**src/rtl/key_debounce.sv**
```systemverilog
`timescale 1ns/1ps
// key_debounce
//
// Conditions the emulator's raw, bouncing, active-low push-button lines
// before they reach the KEY port of the design under emulation. Each line is
// synchronised into CLK by two flops, debounced by its own stability counter,
// and presented as a clean active-low level. One-cycle PRESS/RELEASE pulses
// are issued on the same edge that changes the debounced level.
//
// Compile-time option:
//   KEY_DEBOUNCE_AUTOREPEAT_EN  when defined, a key that stays down produces
//                               extra PRESS pulses REPEAT_DELAY cycles after
//                               the initial press and every REPEAT_PERIOD
//                               cycles after that. When undefined, no repeat
//                               logic exists and REPEAT_* are ignored.
//
// Parameters:
//   WIDTH            number of key lines
//   DEBOUNCE_CYCLES  synchronised cycles a new level must hold (>= 1)
//   REPEAT_DELAY     press-to-first-repeat distance in cycles (>= 1)
//   REPEAT_PERIOD    distance between repeat pulses in cycles (>= 1)
//
// Ports:
//   CLK      in   system clock, rising edge
//   RST      in   asynchronous reset, active-high
//   KEY_RAW  in   [WIDTH] raw key lines, 0 = pressed, asynchronous
//   KEY_OUT  out  [WIDTH] debounced key level, 0 = pressed
//   PRESS    out  [WIDTH] one-cycle pulse on debounced 1->0 (plus repeats)
//   RELEASE  out  [WIDTH] one-cycle pulse on debounced 0->1

module key_debounce #(
  parameter int WIDTH           = 4,
  parameter int DEBOUNCE_CYCLES = 16,
  parameter int REPEAT_DELAY    = 64,
  parameter int REPEAT_PERIOD   = 16
) (
  input  logic             CLK,
  input  logic             RST,
  input  logic [WIDTH-1:0] KEY_RAW,
  output logic [WIDTH-1:0] KEY_OUT,
  output logic [WIDTH-1:0] PRESS,
  output logic [WIDTH-1:0] RELEASE
);

  // Counter just wide enough to hold DEBOUNCE_CYCLES-1; a 1-cycle debounce
  // still gets a 1-bit counter that simply never leaves zero.
  localparam int CNT_W = (DEBOUNCE_CYCLES > 1) ? $clog2(DEBOUNCE_CYCLES) : 1;
  localparam logic [CNT_W-1:0] CNT_LAST = CNT_W'(DEBOUNCE_CYCLES - 1);

  if (DEBOUNCE_CYCLES < 1) begin : g_bad_debounce
    $error("key_debounce: DEBOUNCE_CYCLES must be at least 1");
  end
  if ((REPEAT_DELAY < 1) || (REPEAT_PERIOD < 1)) begin : g_bad_repeat
    $error("key_debounce: REPEAT_DELAY and REPEAT_PERIOD must be at least 1");
  end

  logic [WIDTH-1:0] s1_p0;
  logic [WIDTH-1:0] s2_p1;
  logic [CNT_W-1:0] cnt_p2 [WIDTH];
  logic [WIDTH-1:0] differ;
  logic [WIDTH-1:0] accept;
  logic [WIDTH-1:0] rpt_fire;

  // ---- stage p0/p1: two-flop synchroniser, idles at "released" ----
  always_ff @(posedge CLK or posedge RST) begin
    if (RST) begin
      s1_p0 <= '1;
      s2_p1 <= '1;
    end else begin
      s1_p0 <= KEY_RAW;
      s2_p1 <= s1_p0;
    end
  end

  // ---- stage p2: per-key stability counters ----
  // A key is accepted on the edge where its synchronised level has differed
  // from the debounced level for DEBOUNCE_CYCLES consecutive evaluations.
  always_comb begin
    differ = '0;
    accept = '0;
    for (int i = 0; i < WIDTH; i++) begin
      differ[i] = (s2_p1[i] != KEY_OUT[i]);
      accept[i] = differ[i] && (cnt_p2[i] == CNT_LAST);
    end
  end

  // Any cycle back at the accepted level restarts the count, which is what
  // rejects bounces shorter than the debounce window.
  always_ff @(posedge CLK or posedge RST) begin
    if (RST) begin
      for (int i = 0; i < WIDTH; i++) cnt_p2[i] <= '0;
    end else begin
      for (int i = 0; i < WIDTH; i++) begin
        if (!differ[i] || accept[i]) cnt_p2[i] <= '0;
        else                         cnt_p2[i] <= cnt_p2[i] + CNT_W'(1);
      end
    end
  end

`ifdef KEY_DEBOUNCE_AUTOREPEAT_EN
  localparam int RPT_MAX = (REPEAT_DELAY > REPEAT_PERIOD) ? REPEAT_DELAY : REPEAT_PERIOD;
  localparam int RPT_W   = (RPT_MAX > 1) ? $clog2(RPT_MAX) : 1;
  localparam logic [RPT_W-1:0] DELAY_LAST  = RPT_W'(REPEAT_DELAY - 1);
  localparam logic [RPT_W-1:0] PERIOD_LAST = RPT_W'(REPEAT_PERIOD - 1);

  logic [RPT_W-1:0] rpt_cnt_p2 [WIDTH];
  logic [WIDTH-1:0] rpt_periodic_p2;
  logic [WIDTH-1:0] held;

  // A key counts as held only while debounced-down and not being released on
  // this edge, so a release edge can never carry a repeat pulse. The first
  // target is REPEAT_DELAY, every later one REPEAT_PERIOD.
  always_comb begin
    held     = '0;
    rpt_fire = '0;
    for (int i = 0; i < WIDTH; i++) begin
      held[i]     = !KEY_OUT[i] && !accept[i];
      rpt_fire[i] = held[i] &&
                    (rpt_cnt_p2[i] == (rpt_periodic_p2[i] ? PERIOD_LAST : DELAY_LAST));
    end
  end

  // The counter sits at zero whenever the key is up, which also covers the
  // press edge itself: counting starts on the edge after the press pulse.
  always_ff @(posedge CLK or posedge RST) begin
    if (RST) begin
      for (int i = 0; i < WIDTH; i++) rpt_cnt_p2[i] <= '0;
      rpt_periodic_p2 <= '0;
    end else begin
      for (int i = 0; i < WIDTH; i++) begin
        if (!held[i]) begin
          rpt_cnt_p2[i]      <= '0;
          rpt_periodic_p2[i] <= 1'b0;
        end else if (rpt_fire[i]) begin
          rpt_cnt_p2[i]      <= '0;
          rpt_periodic_p2[i] <= 1'b1;
        end else begin
          rpt_cnt_p2[i]      <= rpt_cnt_p2[i] + RPT_W'(1);
        end
      end
    end
  end
`else
  assign rpt_fire = '0;
`endif

  // ---- stage p3: debounced level and edge pulses ----
  always_ff @(posedge CLK or posedge RST) begin
    if (RST) begin
      KEY_OUT <= '1;
      PRESS   <= '0;
      RELEASE <= '0;
    end else begin
      KEY_OUT <= (KEY_OUT & ~accept) | (s2_p1 & accept);
      PRESS   <= (accept & ~s2_p1) | rpt_fire;
      RELEASE <= accept & s2_p1;
    end
  end

endmodule

```
**config.mk**
```make
export PLATFORM = sky130hd
export DESIGN_NAME = key_debounce
export DESIGN_NICKNAME = d
export VERILOG_FILES = /design/src/rtl/key_debounce.sv
export SDC_FILE = /design/constraint.sdc
export NUM_CORES = 1
export LEC_CHECK = 0
export CORE_UTILIZATION = 30
export CTS_CLUSTER_DIAMETER = 100
export DETAILED_ROUTE_END_ITERATION = 8
export HOLD_SLACK_MARGIN = 0.08
export MAX_ROUTING_LAYER = met4
export PLACE_DENSITY = 0.59
export RECOVER_POWER = 25
export SKIP_CTS_REPAIR_TIMING = 1
export SLEW_MARGIN = 20
export SYNTH_ARGS = -nofsm -noshare
export SYNTH_HDL_FRONTEND = slang
export SYNTH_SLANG_ARGS = --single-unit
```
**constraint.sdc**
```tcl
create_clock -name CLK -period 1 [get_ports CLK]
set_input_delay 0.2 -clock CLK [delete_from_list [all_inputs] [get_ports CLK]]
set_output_delay 0.2 -clock CLK [all_outputs]
set_load 0.03 [all_outputs]
```
# [Word level (Yosys, flattened, before mapping)]
# Index checks and enable logic that the tools add are counted.
[totals] reg_bits=36 romBits=0 n_memories=0 ram_bits=0 out_inout_bits=12 latchBits=0 input_bits=6
[classes] n_eq_ne=8 n_reduce_logical=12 n_shift=0 mul=0 add_sub_neg=4 n_div=0 bitwise_logic=6 n_mux=4 magnitude_cmp=0
[ops] operator="$add A4 B1 Y4 const B" n=4
[ops] operator="$eq A4 B4 Y1 const B" n=4
[ops] operator="$mux W4" n=4
[ops] operator="$and A4 B4 Y4" n=3
[ops] operator="$not A4 Y4" n=2
[ops] operator="$logic_and A1 B1 Y1" n=4
[ops] operator="$logic_not A1 Y1" n=4
[ops] operator="$logic_or A1 B1 Y1" n=4
[ops] operator="$ne A1 B1 Y1" n=4
[ops] operator="$or A4 B4 Y4" n=1

# [Logic depth before layout (Yosys ltp)]
[depth] ltp_word=5 mapped_depth=4 depth_no_buf=4

# [Worst setup path before layout]
# Ideal clock, no wire load.
[synth_timing] path_kind="register to register" start="reg cnt_p2[12] in the netlist's numbering" end="reg with a tool-made name" required_ps=918 stages_incl_launch_ff=4 setup_slack_ps=-108 arrival_time_ps=1026 path_cell_list="dfrtp_1 > ha_1 > nand3_2 > mux2_2"
[synth_lines] item="from (decl)" line="59" source="logic [CNT_W-1:0] cnt_p2 [WIDTH];"
[synth_lines] item="from (signal, indexed assignment)" line="95" source="else cnt_p2[i] <= cnt_p2[i] + CNT_W'(1);"

==> results.yml <==
logic_synthesis:
  synth_ff_type: "dfrtp_1"
  yosysTopAreaCell: "dfrtp_1"
  yosys_warnings: 0
  postSynthAreaPerCell_um2: 14.4
  synth_area_leaders: "dfrtp_1 44%, dfstp_2 23%, xor2_1 6.5%"
  synth_top_cell_area_share: 0.443
  synth-edff-count: 0
  syn_nets: 104
  syn_inst: 94
  synth_cell_type_count: 17
  synth_seq_area_share: 0.676
  ys_async_sr_fraction: 1.00
  netlist_area_mm2: 0.00136
  ys_ff_latch: 36
floorplanning:
  num_rows: 24
  die_x_um: 69.2
  pin_count: 18
  dieArea_mm2: 0.00479
  start_util: 0.311
  coreArea_mm2: 0.00435
  die-height_um: 69.2
clocking:
  clkLatencyLatePin_ns: 0.28
  cts.clk_slew.worst_paths_ns: 0.07
  cts_tree: "yes"
  cts_sinks: 36
  cts_buffer_depth: 2
  cts_root_buf: "clkbuf_8"
  cts-htree-levels: 2
  numCtsBuffers: 5
global_routing:
  track_usage: 0.105
  grt_pass1_vias: 869
  grt_max_degree: 37
  grt-ovfl-total: 0
  antenna_found_initial: 0
  grt_pass1_wl_mm: 3.75
setup_path:
  slowest_delay_ns: 0.57
  rr_worst_depth: 4
  worst-path-buf-inv: 1
  path_delay_family: "flip-flops"
  arrival_ns: 0.99
  crit_chain: "buf_6"
  crit_path_start_kind: "flop"
  path_class: "flop to primary output"
  reg2reg_to: "cnt_p2[8]"
  r2r_slack_ns: -0.12
  cp.required_ns: 0.80
  cp_slowest_cell: "dfstp_2"
  path_max_fanout: 3
  end_kind: "primary output"
status:
  violations: "negative setup slack"
  outcome: "finished with violations"
timing:
  hold_viol: 0
  finalSetupViolCount: 28
  tightest_slew_ns: 0.476
  fin_crit_sh: 1.19
  fin_skew_ns: 0.00570
  max_freq_mhz: 839
  post-route-min-period_ns: 1.19
  final_max_slew_viol_count: 0
  whs_ns: 0.356
  max_slew_margin: 0.682
  rsz0062_at_grt: "true"
  fin_ws_ns: -0.192
min_path:
  hold_class: "flop to flop"
  min_to: "s2_p1[3]"
  hp-start: "s1_p0[3]"
  hold-path-cell-count: 0
pwr:
  peakVddDrop_mv: 0.860
  leakage_nw: 0.941
  power_density_mw_per_mm2: 1330
routing:
  remaining_drc_errors: 0
  drtIter0Drc: 48
  routedWlPerCell_um: 12.4
  drtPass1Iterations: 4
  via_per_inst: 4.40
  vias: 845
  routed_wl_mm: 2.37
  ant_nets: 0
cells_and_area:
  fin_nets: 149
  antenna_cells: 0
  drive_above_1_share: 0.614
  syn2layout_area_growth_pct: 54.5
  final_util: 0.481
placement:
  place.gp.congestion: 0.692
  dp_hpwl_mm: 1.44
  io_buffers: 17
job:
  maxCapViolCount: 0
layout by cell type (no fill, tap or decap), types with 4 or more instances in the layout:
| master | count |
|---|---|
| dfrtp_1 | 24 |
| buf_6 | 18 |
| buf_4 | 13 |
| dfstp_2 | 12 |
| nor3b_2 | 7 |
| xor2_1 | 7 |
| nor2_2 | 6 |
| clkbuf_8 | 5 |
| dlygate4sd3_1 | 5 |
| nor2_1 | 4 |
| nand3_1 | 4 |
synthesized netlist by cell type, types with 2 or more instances:
cell type / instances
mux2_2: 3
nor3b_1: 8
nand2_1: 3
xor2_1: 10
nand3_2: 3
inv_1: 2
ha_1: 4
dfstp_2: 12
and3_1: 3
xnor2_1: 2
nand3_1: 4
dfrtp_1: 24
and2_1: 3
nor2_1: 10
worst max-delay path by stage:
stage                from          to  slack [ns]  depth (start not counted)
2_1_floorplan        flop   cnt_p2[3]       -0.08                          3
3_3_place_gp   cnt_p2[12]    PRESS[0]       -0.06                          4
3_5_place_dp    cnt_p2[5]        flop       -0.08                          3
4_1_cts              flop  KEY_OUT[0]       -0.22                          1
5_1_grt              flop  KEY_OUT[0]       -0.22                          1
6_report             flop  KEY_OUT[0]       -0.19                          1
metal layers:
| layer | track usage | wire, µm | up-vias |
|---|---|---|---|
| met4 | 0.0590 | 37 | 0 |
| met2 | 0.160 | 1260 | 16 |
| met3 | 0.0392 | 97 | 5 |
| met1 | 0.119 | 980 | 426 |
| li1 | - | - | 398 |
| met5 | - | 0 | - |
power breakdown:
group,total (mW),internal [mW],switching (mW)
Combinational,0.227,0.129,0.0983
Clock,0.981,0.489,0.492
Sequential,1.59,1.53,0.0595
per-stage QoR:
step                      total power [mW]  area (µm²)  std cells  setup slack, ns  setup TNS (ns)
after floorplan                       1.69        1380         94          -0.0791          -0.958
after global placement                1.77        1700        177          -0.0552          -0.474
after detailed placement              1.78        1700        177          -0.0781          -0.679
after CTS                             2.77        1780        185           -0.216           -2.09
after global routing                  2.92        2090        192           -0.225           -3.63
final                                 2.79        2090        192           -0.192           -2.21
layout make-up:
type | instances | area (µm²)
Fill cell | 377 | 2260
Sequential cell | 36 | 916
Multi-Input combinational cell | 56 | 646
Timing Repair Buffer | 38 | 378
Clock buffer | 7 | 76.3
Tap cell | 52 | 65.1
Inverter | 2 | 7.51
Clock inverter | 1 | 5.00
logic make-up after synthesis:
group	Yosys count	share of synthesized area
XOR/XNOR	12	0.0776
adder cells (fa/ha/maj)	4	0.0369
buffers and inverters	2	0.00554
flip-flops	36	0.676
multiplexers	4	0.0360
AND/OR/NAND/NOR	36	0.168
(Power assumes the default switching activity.)
